**src/rtl/net_inject_unit.sv**
```systemverilog
// rtl/net_inject_unit.sv - ring-network injection stage: header build, 2-entry queue, credit flow control
module net_inject_unit #(
  parameter int p_payload_nbits = 32,
  parameter int p_max_credits   = 4
) (
  input  logic                       clk,
  input  logic                       reset,
  input  logic [1:0]                 terminal_id,
  input  logic                       req_val,
  output logic                       req_rdy,
  input  logic [1:0]                 req_dest,
  input  logic [p_payload_nbits-1:0] req_payload,
  output logic [11:0]                out_msg_hdr,
  output logic [p_payload_nbits-1:0] out_msg_payload,
  output logic                       out_val,
  input  logic                       out_rdy,
  input  logic                       ack_val,
  output logic [3:0]                 credits,
  output logic [15:0]                num_sent,
  output logic                       err_ack
);

  localparam logic [3:0] MAX_CRED = 4'(p_max_credits);

  typedef struct packed {
    logic [11:0]                hdr;
    logic [p_payload_nbits-1:0] payload;
  } msg_t;

  msg_t        ent_q [2];
  logic [1:0]  count_q, count_d;
  logic        wr_ptr_q, rd_ptr_q;
  logic [3:0]  credits_q, credits_d;
  logic [7:0]  seq_q [4];
  logic [15:0] num_sent_q;
  logic        err_ack_q, err_ack_d;

  logic full, empty, accept, deq;

  assign full    = (count_q == 2'd2);
  assign empty   = (count_q == 2'd0);
  // Gated by the raw reset input so no request is taken while reset is held.
  assign req_rdy = reset && !full && (credits_q != 4'd0);
  assign accept  = req_val && req_rdy;
  assign out_val = !empty;
  assign deq     = out_val && out_rdy;

  assign out_msg_hdr     = ent_q[rd_ptr_q].hdr;
  assign out_msg_payload = ent_q[rd_ptr_q].payload;
  assign credits         = credits_q;
  assign num_sent        = num_sent_q;
  assign err_ack         = err_ack_q;

  always_comb begin
    count_d   = count_q;
    credits_d = credits_q;
    err_ack_d = err_ack_q;
    case ({accept, deq})
      2'b10:   count_d = count_q + 2'd1;
      2'b01:   count_d = count_q - 2'd1;
      default: count_d = count_q;
    endcase
    // An accept and an ack in the same cycle cancel out.
    if (accept && !ack_val) begin
      credits_d = credits_q - 4'd1;
    end else if (!accept && ack_val) begin
      if (credits_q < MAX_CRED) credits_d = credits_q + 4'd1;
      else                      err_ack_d = 1'b1;
    end
  end

  always_ff @(posedge clk) begin
    if (!reset) begin
      count_q    <= 2'd0;
      wr_ptr_q   <= 1'b0;
      rd_ptr_q   <= 1'b0;
      credits_q  <= MAX_CRED;
      num_sent_q <= 16'd0;
      err_ack_q  <= 1'b0;
      for (int i = 0; i < 4; i++) seq_q[i] <= 8'd0;
    end else begin
      count_q   <= count_d;
      credits_q <= credits_d;
      err_ack_q <= err_ack_d;
      if (accept) begin
        wr_ptr_q        <= !wr_ptr_q;
        seq_q[req_dest] <= seq_q[req_dest] + 8'd1;
      end
      if (deq) begin
        rd_ptr_q   <= !rd_ptr_q;
        num_sent_q <= num_sent_q + 16'd1;
      end
    end
  end

  // Queue storage needs no reset; validity is tracked by count_q.
  always_ff @(posedge clk) begin
    if (accept) begin
      ent_q[wr_ptr_q] <= '{hdr: {req_dest, terminal_id, seq_q[req_dest]},
                           payload: req_payload};
    end
  end

endmodule

```
**config.mk**
```make
export PLATFORM = sky130hd
export DESIGN_NAME = net_inject_unit
export DESIGN_NICKNAME = d
export VERILOG_FILES = /design/src/rtl/net_inject_unit.sv
export SDC_FILE = /design/constraint.sdc
export NUM_CORES = 1
export LEC_CHECK = 0
export ABC_CLOCK_PERIOD_IN_PS = 3630
export CAP_MARGIN = 20
export CELL_PAD_IN_SITES_DETAIL_PLACEMENT = 1
export CELL_PAD_IN_SITES_GLOBAL_PLACEMENT = 2
export CORE_UTILIZATION = 33
export DETAILED_ROUTE_END_ITERATION = 12
export PLACE_DENSITY_LB_ADDON = 0.1
export SYNTH_ARGS = -nofsm -noshare
export SYNTH_HDL_FRONTEND = slang
export SYNTH_SLANG_ARGS = --single-unit
export TNS_END_PERCENT = 50
```
**constraint.sdc**
```tcl
create_clock -name clk -period 3.63 [get_ports clk]
set_clock_uncertainty 0.2 [all_clocks]
set_input_delay 0.363 -clock clk [delete_from_list [all_inputs] [get_ports clk]]
set_output_delay 0.363 -clock clk [all_outputs]
set_load 0.02 [all_outputs]
```
# == Word-level counts from Yosys, hierarchy flattened ==
# Memories as Yosys holds them, arrays and structs flattened. A register that Yosys moved wholly into a read port is not among the register bits.
# Index checks and enable logic that the tools add are counted.
# totals
register_bits,25
ram_bits,120
in_bits,41
output_inout_bits,67
elab_cells,54
memories,2
# mem_list
name,depth,width,read_ports,rd_clocked_by_memory_dff,wr,line_no,source
ent_q,2,44,1,1,1,30,msg_t ent_q [2];
seq_q,4,8,1,0,4,34,logic [7:0] seq_q [4];
# classes
n_addsub,6
magnitude_cmp,1
n_eq_ne,3
muxes,14
bitwise_logic,2
reduce_logical,20
# ops
cell,n
$add 16x1->16 const B,1
$mux 4,3
$add 8x1->8 const B,1
$mux 1,8
$mux 8,1
$reduce_or 8->1,1
$logic_and 1x1->1,6
$logic_not 1->1,6
$reduce_bool 2->1,3
$add 4x1->4 const B,1
$eq 2x2->1 const B,2
$lt 4x3->1 const B,1
$pmux 2 s2,1
$reduce_bool 4->1,1
$sub 4x1->4 const B,1
$reduce_and 3->1,1
$add 2x1->2 const B,1
$eq 2x1->1 const B,1
$logic_not 2->1,1
$mux 2,1
$not 1->1,2
$reduce_and 2->1,1
$sub 2x1->2 const B,1

# == Logic depth before layout (Yosys ltp) ==
# Gate-level depths: netlist of the first run.
# depth
depth_word,10
mapped_depth,10
mapped_depth_nobuf,8

# == Worst setup path after synthesis of the first run ==
# No wires, ideal clock.
# synth_path
kind,reg2reg
startpoint,register credits_q[0] (netlist: credits[0])
endpoint,memory ent_q[0][0] (netlist name) (enable)
setup_ns,0.446
arrival_ns,3.012
path_slack_ns,-0.028
stages_incl_launch_ff,5
cell_sequence,dfxtp_1 > or4_1 > and4_1 > clkinv_1 > nor2_1
# synth_via
elab_chain_cells,5
# synth_lines
element,line_no,source
start: declaration,33,"logic [3:0] credits_q, credits_d;"
start signal: assignment,83,credits_q <= credits_d;
$reduce_bool 4->1,43,assign req_rdy = reset && !full && (credits_q != 4'd0);
$logic_and 1x1->1,43,
$logic_and 1x1->1,44,assign accept = req_val && req_rdy;
$mux 1,98,if (accept) begin
$mux 1 (not written as such),99,"ent_q[wr_ptr_q] <= '{hdr: {req_dest, terminal_id, seq_q[req_dest]},"
end: declaration,30,
# No other way between the ends.

# == Worst setup path in the final report of the first run ==
# layout_path
startpoint,register credits_q[3] (netlist: credits[3])
endpoint,register credits_q[3] (netlist: credits[3])
# layout_via
elab_chain_cells,7
word_cells_on_any_way,15
classes_between,add/sub (2); order compare (1); mux (3); reduce/logical (9)
# layout_lines
element
branches (longest 7 deep; another with $add 4x1->4)
# Several ways; the timed one is not identified. The select of a mux whose other input is x is not followed.
# A chain may end at the register's enable or synchronous reset.

==> results of run 1 <==
==> worst register-to-register path, stage by stage, from the launching register on <==
cell and delay (ns):
dfxtp_1 0.36, or4_1 0.56, and4_1 0.36, ha_1 0.33, ha_1 0.29, a21o_1 0.19, a21oi_1 0.21, a311oi_1 0.14
a31o_2 0.24
==> report_power, final <==
part	total, mW	internal (mW)	switching (mW)
registers	2.01	1.95	0.0558
clock network	1.94	1.23	0.711
logic	1.08	0.525	0.555
total	5.03	3.71	1.32
==> cells in the final DEF, fill, tap and decap left out, types with 3 or more instances in the layout <==
master           Yosys  final
clkbuf_16            0     17
nor2_1              40     39
mux2_2              44     44
a21oi_1             18     18
clkdlybuf4s50_1      0    107
nand2_1             16     16
nor3_1               4      4
or3_1               17     17
inv_1               10     10
mux4_1               6      6
xnor2_1             14     14
inv_6                0      4
bufinv_16            0      5
xor2_1               6      6
nor4_1               4      4
o21ai_0             18     18
nand3_1              6      6
or2_2                3      3
dfxtp_1             26     25
clkinv_1             2      3
buf_4                0      5
ha_1                 7      7
edfxtp_1           120    120
and3_1               4      4
==> kinds of logic after synthesis <==
kind of cell,Yosys count,synth area share
flip-flops,146,0.683
AO/OA/AOI/OAI,46,0.0433
buffers and inverters,26,0.0193
AND/OR/NAND/NOR,107,0.0909
multiplexers,53,0.117
adder cells (fa/ha/maj),8,0.0178
XOR/XNOR,20,0.0290
==> through the flow <==
stage               total power [mW]  hold slack (ns)
global placement                3.13            0.271
detailed placement              3.14            0.277
floorplan                       2.67            0.235
finish                          5.03            0.297
CTS                             5.11            0.297
global route                    5.23            0.311
==> area by class of cell <==
class / count / area [sq um]
clock inverters: 14 / 225
fillers: 1810 / 9910
flip-flops and latches: 146 / 4130
well taps: 229 / 287
multi-input cells: 234 / 1810
clock buffers: 18 / 429
repair buffers: 113 / 1130
inverters: 12 / 45.0
==> sequential cells by signal (all words and copies together) (netlist names), named ones only <==
signal,cells
seq_q,32
num_sent,16
rd_ptr_q,1
ent_q,88
wr_ptr_q,1
err_ack,1
credits,4
count_q,2
==> how the worst max path moves through the flow <==
stage	startpoint	to	slack, ns	depth (start not counted)
global route	credits[3]	credits[3]	0.51	8
CTS	credits[3]	credits[3]	0.63	8
floorplan	credits[0]	ent_q[0][0]	0.70	4
detailed placement	reset	credits[3]	0.43	8
global placement	req_dest[0]	seq_q[0][4]	0.51	6
finish	credits[3]	credits[3]	0.65	8
==> routing by layer <==
metal | up-vias | GRT usage
met2 | 78 | 0.248
met3 | 14 | 0.0442
met5 | - | 0
met1 | 1845 | 0.185
met4 | 0 | 0.0531
li1 | 1767 | -
==> Yosys cell counts, types with 3 or more instances <==
cell type,number,share of area
edfxtp_1,120,0.60
buf_2,3,0.0025
inv_1,10,0.0062
mux2_2,44,0.082
nand3_1,6,0.0050
nand2_1,16,0.0099
buf_1,4,0.0025
a21oi_1,18,0.015
xor2_1,6,0.0087
nor2_1,40,0.025
and3_1,4,0.0041
o21ai_0,18,0.015
nor4_1,4,0.0041
or3_1,17,0.018
or2_2,3,0.0031
nor3_1,4,0.0033
xnor2_1,14,0.020
clkbuf_1,5,0.0031
dfxtp_1,26,0.086
mux4_1,6,0.026
ha_1,7,0.014
==> out/metrics.yaml, run 1 <==
timing:
  hold_viol: 0
  setup_violations: 0
  setup_tns_ns: 0
  tightestPinTransition_ns: 0.657
  relSlewSlack: 0.561
  maxSlewViolCount: 0
  clock.fmax_mhz: 336
  fin_crit_sh: 0.820
  worst_slack_ns: 0.654
  layout_min_cycle_time_ns: 2.98
  rsz0062_at_grt: "false"
status:
  outcome: "finished, final reports clean"
power_and_ir_drop:
  pwr_density_cell_nw_per_um2: 625
  p_leak_nw: 2.71
  ir_drop_v: 0.000348
layout:
  drive_gt1_frac: 0.175
  final_cells: 766
  post-route-util: 0.448
  diodes: 0
  areaGrowthSynthToFinish_pct: 33.2
  fin_area_sq_um: 8050
  nets: 573
route:
  wl_met2_microns: 6550
  first_pass_iters: 4
  antenna_left: 0
  dr_wl_met3_microns: 716
  vias: 3704
  wl_met1_microns: 6050
  routedWlPerCell_microns: 17.6
  wl_microns: 13500
  drt_iter0_drc: 105
  drc: 0
  vias_per_cell: 4.84
  top_layer: "met4"
critical_path:
  arrival_ns: 3.09
  critical_path.slowest_cell: "or4_1"
  worstPathCellList: "or4_1 > and4_1 > ha_1 > ha_1 > a21o_1 > a21oi_1 > a311oi_1 > a31o_2"
  end_kind: "flip-flop"
  cp_num_buf_inv: 0
  critPathLaunchType: "flip-flop"
  reg2reg_depth: 8
  cpLargestDelayFamily: "simple AND/OR/NAND/NOR gates"
  setup.worst_path.class: "flip-flop to flip-flop"
  rr_endpoint: "credits[3]"
  crit_path_max_incr_delay_ns: 0.56
  crit_required_ns: 3.74
  r2r_start: "credits[3]"
  r2r_setup_slack_ns: 0.65
  path_common_cell: "ha_1"
  path_max_fanout: 13
clock_network:
  cts_tree: "built"
  cts_sinks: 146
  worstSkewPairLatency_ns: 0.42
  hold_buffers: 0
  cts-root-buf: "clkbuf_16"
  clockBufferDepth: 2
  clk_pin_slew_worst_paths_ns: 0.06
  cts_setup_buffers: 0
  htreeDepth: 4
  cts_made_buffers: 17
  post_cts_resized: 0
yosys:
  syn_avg_cell_area_sq_um: 14.9
  ys_types: 44
  synth-seq-area-share: 0.683
  synth_edf_count: 120
  ys.flop_type: "edfxtp_1"
  synth_fp_nets: 455
  yosys_warnings: 0
  syn-cell-area_sq_um: 6040
  ys_async_sr_fraction: 0
  ys_seq_elements: 146
  syn-instance-count: 406
grt:
  first_global_vias: 3921
  overflow: 0
  grt_pass1_wl_microns: 20900
  grt_use_total: 0.150
  antenna_found_initial: 0
  grt_max_degree: 45
floorplan:
  die_area_sq_um: 18900
  fp.dieH_microns: 137
  core_area_sq_um: 18000
  start_util: 0.336
  num_rows: 49
  fp.dieW_microns: 137
  ios: 108
place:
  dp_cells: 734
  place_ws_ns: 0.427
  placed_area_sq_um: 7400
  dp_hpwl_microns: 8680
  port_buffers: 107
  finalWeightedCongestion: 0.714
hold_path:
  hold_depth: 2
  hold_path.class: "flip-flop to flip-flop"
  min-delay-start: "num_sent[15]"
  hold_end: "num_sent[15]"
flow_run:
  cap_violations: 0
No activity file was read; power rests on OpenSTA's default activity.
==> run 2: changes to the inputs <==
--- a/config.mk
+++ b/config.mk
@@ -5,7 +5,7 @@
 export SDC_FILE = /design/constraint.sdc
 export NUM_CORES = 1
 export LEC_CHECK = 0
-export ABC_CLOCK_PERIOD_IN_PS = 3630
+export ABC_CLOCK_PERIOD_IN_PS = 2430
 export CAP_MARGIN = 20
 export CELL_PAD_IN_SITES_DETAIL_PLACEMENT = 1
 export CELL_PAD_IN_SITES_GLOBAL_PLACEMENT = 2
==> constraint.sdc (replaced) <==
create_clock -name clk -period 2.43 [get_ports clk]
set_clock_uncertainty 0.2 [all_clocks]
set_input_delay 0.243 -clock clk [delete_from_list [all_inputs] [get_ports clk]]
set_output_delay 0.243 -clock clk [all_outputs]
set_load 0.02 [all_outputs]
==> out/metrics.yaml, run 2 (synthesized netlist as in run 1, its figures left out) <==
grt:
  antenna_found_initial: 0
  grt_pass1_wl_microns: 20800
  grt_use_total: 0.150
  overflow: 0
  first_global_vias: 3988
  grt_max_degree: 45
critical_path:
  path_max_fanout: 5
  cp_num_buf_inv: 0
  cpLargestDelayFamily: "simple AND/OR/NAND/NOR gates"
  setup.worst_path.class: "flip-flop to flip-flop"
  worstPathCellList: "or4_4 > and4_4 > ha_4 > ha_4 > a21o_1 > a21oi_2 > a311oi_2 > a31o_2"
  crit_path_max_incr_delay_ns: 0.53
  reg2reg_depth: 8
  end_kind: "flip-flop"
  cp.depth: 8
  path_common_cell: "ha_4"
  arrival_ns: 2.54
  crit_required_ns: 2.54
  critPathLaunchType: "flip-flop"
  critical_path.slowest_cell: "or4_4"
floorplan:
  core_area_sq_um: 18000
  fp.dieH_microns: 137
  num_rows: 49
  ios: 108
  die_area_sq_um: 18900
  start_util: 0.336
  fp.dieW_microns: 137
clock_network:
  clockBufferDepth: 2
  htreeDepth: 4
  cts-root-buf: "clkbuf_16"
  worstSkewPairLatency_ns: 0.42
  cts_sinks: 146
  cts_made_buffers: 17
  clk_pin_slew_worst_paths_ns: 0.06
  cts_tree: "built"
  hold_buffers: 0
layout:
  areaGrowthSynthToFinish_pct: 38.8
  nets: 611
  regMostFlops: "ent_q"
  final_cell_mix: "edfxtp_1 (120), clkdlybuf4s50_1 (99), mux2_2 (44)"
  post-route-util: 0.467
  diodes: 0
  largest_reg_flops: 88
  fin_area_sq_um: 8390
  drive_gt1_frac: 0.242
  layout_commonest_cell: "edfxtp_1"
place:
  dp_hpwl_microns: 8980
  finalWeightedCongestion: 0.736
  port_buffers: 107
  placed_area_sq_um: 7730
timing:
  layout_min_cycle_time_ns: 2.43
  hold_viol: 0
  tightestPinTransition_ns: 0.519
  setup_violations: 0
  maxSlewViolCount: 0
  clock.fmax_mhz: 412
  fin_crit_sh: 1.00
  relSlewSlack: 0.654
  rsz0062_at_grt: "true"
route:
  vias_per_cell: 4.83
  drt_iter0_drc: 191
  routedWlPerCell_microns: 17.3
  vias: 3881
  first_pass_iters: 4
  wl_microns: 13900
  antenna_left: 0
  drc: 0
power_and_ir_drop:
  p_leak_nw: 2.90
  pwr_density_cell_nw_per_um2: 894
  ir_drop_v: 0.000608
hold_path:
  hold_path.class: "input pin to flip-flop"
  hold_depth: 1
flow_run:
  cap_violations: 0
status:
  outcome: "finished, final reports clean"
## run 2: changes by cell type in the layout (fill, tap and decap cells not counted), moves of 2 or more
| cell | before | now |
|---|---|---|
| dfxtp_2 | 1 | 3 |
| clkinvlp_4 | 1 | 3 |
| buf_12 | 1 | 4 |
| clkinv_4 | 2 | 0 |
| ha_1 | 7 | 5 |
| buf_4 | 5 | 39 |
| ha_4 | 0 | 2 |
| dlygate4sd2_1 | 0 | 8 |
| clkdlybuf4s50_1 | 107 | 99 |
| dfxtp_1 | 25 | 22 |
## run 2: area by class of cell
cell class / instances / area [sq um]
clock buffers: 19 / 433
multi-input cells: 234 / 1850
fillers: 1834 / 9580
repair buffers: 151 / 1460
well taps: 229 / 287
flip-flops and latches: 146 / 4130
inverters: 12 / 45.0
clock inverters: 13 / 181
## run 2: stage by stage
step                      power, mW  std cells  hold WS (ns)  worst slack [ns]  setup TNS, ns
after floorplan                4.01        406         0.115           -0.0504        -0.0504
after global placement         4.79        769         0.261            -0.207          -3.45
after detailed placement       4.83        769         0.265            -0.237          -3.78
after CTS                      7.58        801         0.182          0.000554              0
after global routing           7.80        804         0.183           -0.0571        -0.0571
final                          7.50        804         0.204          0.000137              0
## run 2: per-layer routing
layer  GRT usage  vias to the layer above  share of wire  wire [microns]
met2       0.250                       89           0.49            6760
met5           0                        -              0               0
li1            -                     1842              -               -
met3      0.0361                       16          0.043             599
met4      0.0659                        0          0.016             223
met1       0.184                     1934           0.45            6290
## run 2: timing repair
item                                    4_1_cts  5_1_grt
pin swaps                                     1        4
gates cloned                                  0        1
endpoints found under the setup margin        9       35
buffers inserted                              0        2
gates resized for setup                       9        1
## run 2: where the power goes
group	internal (mW)	switching, mW
Clock	1.72	1.02
Sequential	2.92	0.0684
Combinational	0.894	0.885
Total	5.53	1.97
## run 2: worst paths after layout
check	startpoint	end	slack, ns
worst max-delay path	credits[1]	credits[3]	0.0001
worst min-delay path	req_payload[7]	ent_q[0][7]	0.20
worst max register to register	credits[1]	credits[3]	0.0001
worst min register to register	err_ack	err_ack	0.28
==> run 3: changes to the inputs <==
--- a/config.mk
+++ b/config.mk
@@ -5,12 +5,13 @@
 export SDC_FILE = /design/constraint.sdc
 export NUM_CORES = 1
 export LEC_CHECK = 0
-export ABC_CLOCK_PERIOD_IN_PS = 2430
+export ABC_CLOCK_PERIOD_IN_PS = 3100
 export CAP_MARGIN = 20
 export CELL_PAD_IN_SITES_DETAIL_PLACEMENT = 1
 export CELL_PAD_IN_SITES_GLOBAL_PLACEMENT = 2
-export CORE_UTILIZATION = 33
+export CORE_UTILIZATION = 39
 export DETAILED_ROUTE_END_ITERATION = 12
+export GPL_ROUTABILITY_DRIVEN = 1
 export PLACE_DENSITY_LB_ADDON = 0.1
 export SYNTH_ARGS = -nofsm -noshare
 export SYNTH_HDL_FRONTEND = slang
==> constraint.sdc (replaced) <==
create_clock -name clk -period 3.1 [get_ports clk]
set_clock_uncertainty 0.2 [all_clocks]
set_input_delay 0.31 -clock clk [delete_from_list [all_inputs] [get_ports clk]]
set_output_delay 0.31 -clock clk [all_outputs]
set_load 0.02 [all_outputs]
==> out/metrics.yaml, run 3 (synthesized netlist as in run 1, its figures left out) <==
clock_network:
  cts-root-buf: "clkbuf_16"
  clk_pin_slew_worst_paths_ns: 0.06
  clockBufferDepth: 2
  cts_tree: "built"
  post_cts_resized: 0
  worstSkewPairLatency_ns: 0.41
  cts_sinks: 146
  cts_made_buffers: 17
  htreeDepth: 4
  cts_setup_buffers: 0
  hold_buffers: 0
timing:
  maxSlewViolCount: 0
  tightestPinTransition_ns: 0.573
  relSlewSlack: 0.617
  hold_viol: 0
  hold_slack_ns: 0.279
  clock.fmax_mhz: 361
  layout_min_cycle_time_ns: 2.77
  rsz0062_at_grt: "false"
  setup_violations: 0
  fin_crit_sh: 0.894
  worst_slack_ns: 0.328
  setup_tns_ns: 0
place:
  place_ws_ns: 0.158
  finalWeightedCongestion: 0.746
  port_buffers: 107
  dp_hpwl_microns: 9000
layout:
  final_cell_mix: "edfxtp_1 (120), clkdlybuf4s50_1 (107), mux2_2 (44)"
  layout_commonest_cell: "edfxtp_1"
  nets: 585
  areaGrowthSynthToFinish_pct: 32.9
  largest_reg_flops: 88
  nFillCells: 1503
  drive_gt1_frac: 0.189
  regMostFlops: "ent_q"
  post-route-util: 0.530
  diodes: 0
floorplan:
  die_area_sq_um: 16000
  fp.dieH_microns: 126
  fp.dieW_microns: 126
  num_rows: 45
  ios: 108
  core_area_sq_um: 15100
  start_util: 0.399
route:
  first_pass_iters: 4
  vias_per_cell: 5.15
  drc: 0
  drt_iter0_drc: 195
  antenna_left: 0
  wl_microns: 13500
  vias: 3795
  routedWlPerCell_microns: 18.4
critical_path:
  critPathLaunchType: "flip-flop"
  arrival_ns: 2.88
  crit_required_ns: 3.21
  setup.worst_path.class: "flip-flop to flip-flop"
  path_max_fanout: 6
  end_kind: "flip-flop"
status:
  outcome: "finished, final reports clean"
power_and_ir_drop:
  p_leak_nw: 2.72
  swShare: 0.270
  combPwrFrac: 0.228
  pwr_density_cell_nw_per_um2: 703
  ir_drop_v: 0.000365
  p_sw_mw: 1.52
  clockPowerShare: 0.349
  intPower_mw: 4.12
  seqPwrFrac: 0.424
  p_total_mw: 5.64
grt:
  grt_max_degree: 45
  antenna_found_initial: 0
  first_global_vias: 4079
  grt_pass1_wl_microns: 21800
  grt_use_total: 0.182
  overflow: 0
flow_run:
  cap_violations: 0
hold_path:
  hold_path.class: "flip-flop to flip-flop"
## run 3: cell count changes in the layout (fill, tap and decap cells not counted), moves of 2 or more
cell,before,now
buf_4,39,15
dlygate4sd2_1,8,0
ha_4,2,0
ha_1,5,7
clkdlybuf4s50_1,99,107
bufinv_16,4,2
dfxtp_1,22,25
clkinvlp_4,3,5
dfxtp_2,3,1
## run 3: per-layer routing
layer,track usage,share of wire,up-vias,wire length [microns]
met5,0,0,-,0
met2,0.306,0.50,95,6730
li1,-,-,1786,-
met4,0.0808,0.015,0,208
met1,0.224,0.45,1898,6030
met3,0.0418,0.041,16,554
## run 3: final cells by class
| type | count | area [sq um] | area share |
|---|---|---|---|
| Clock buffer | 19 | 433 | 0.0539 |
| Multi-Input combinational cell | 234 | 1810 | 0.225 |
| Clock inverter | 13 | 136 | 0.0170 |
| Sequential cell | 146 | 4130 | 0.514 |
| Tap cell | 188 | 235 | 0.0293 |
| Timing Repair Buffer | 125 | 1240 | 0.155 |
| Inverter | 12 | 45.0 | 0.00561 |
## run 3: power groups by stage
stage	clock, mW	combinational (mW)	sequential [mW]
finish	1.97	1.28	2.39
global route	2.09	1.36	2.41
CTS	2.02	1.30	2.39
detailed placement	0	1.29	2.43
global placement	0	1.27	2.42
floorplan	0	0.750	2.38
## run 3: per-stage QoR
step	instances	cell area (sq um)
CTS	737	8030
floorplan	406	6040
finish	737	8030
detailed placement	705	7460
global placement	705	7460
global route	737	8030
## run 3: final timing paths
kind	startpoint	to	slack, ns	depth (start not counted)
max	credits[3]	credits[3]	0.33	8
min	err_ack	err_ack	0.28	2
max reg2reg	credits[3]	credits[3]	0.33	8
min reg2reg	err_ack	err_ack	0.28	2
## run 3: worst max-delay path, cell delays in order, from the launching register on
cell and delay, ns:
dfxtp_1 0.36, or4_1 0.54, and4_1 0.23, ha_1 0.27
ha_1 0.30, a21o_1 0.18, a21oi_1 0.23, a311oi_1 0.13
a31o_2 0.22
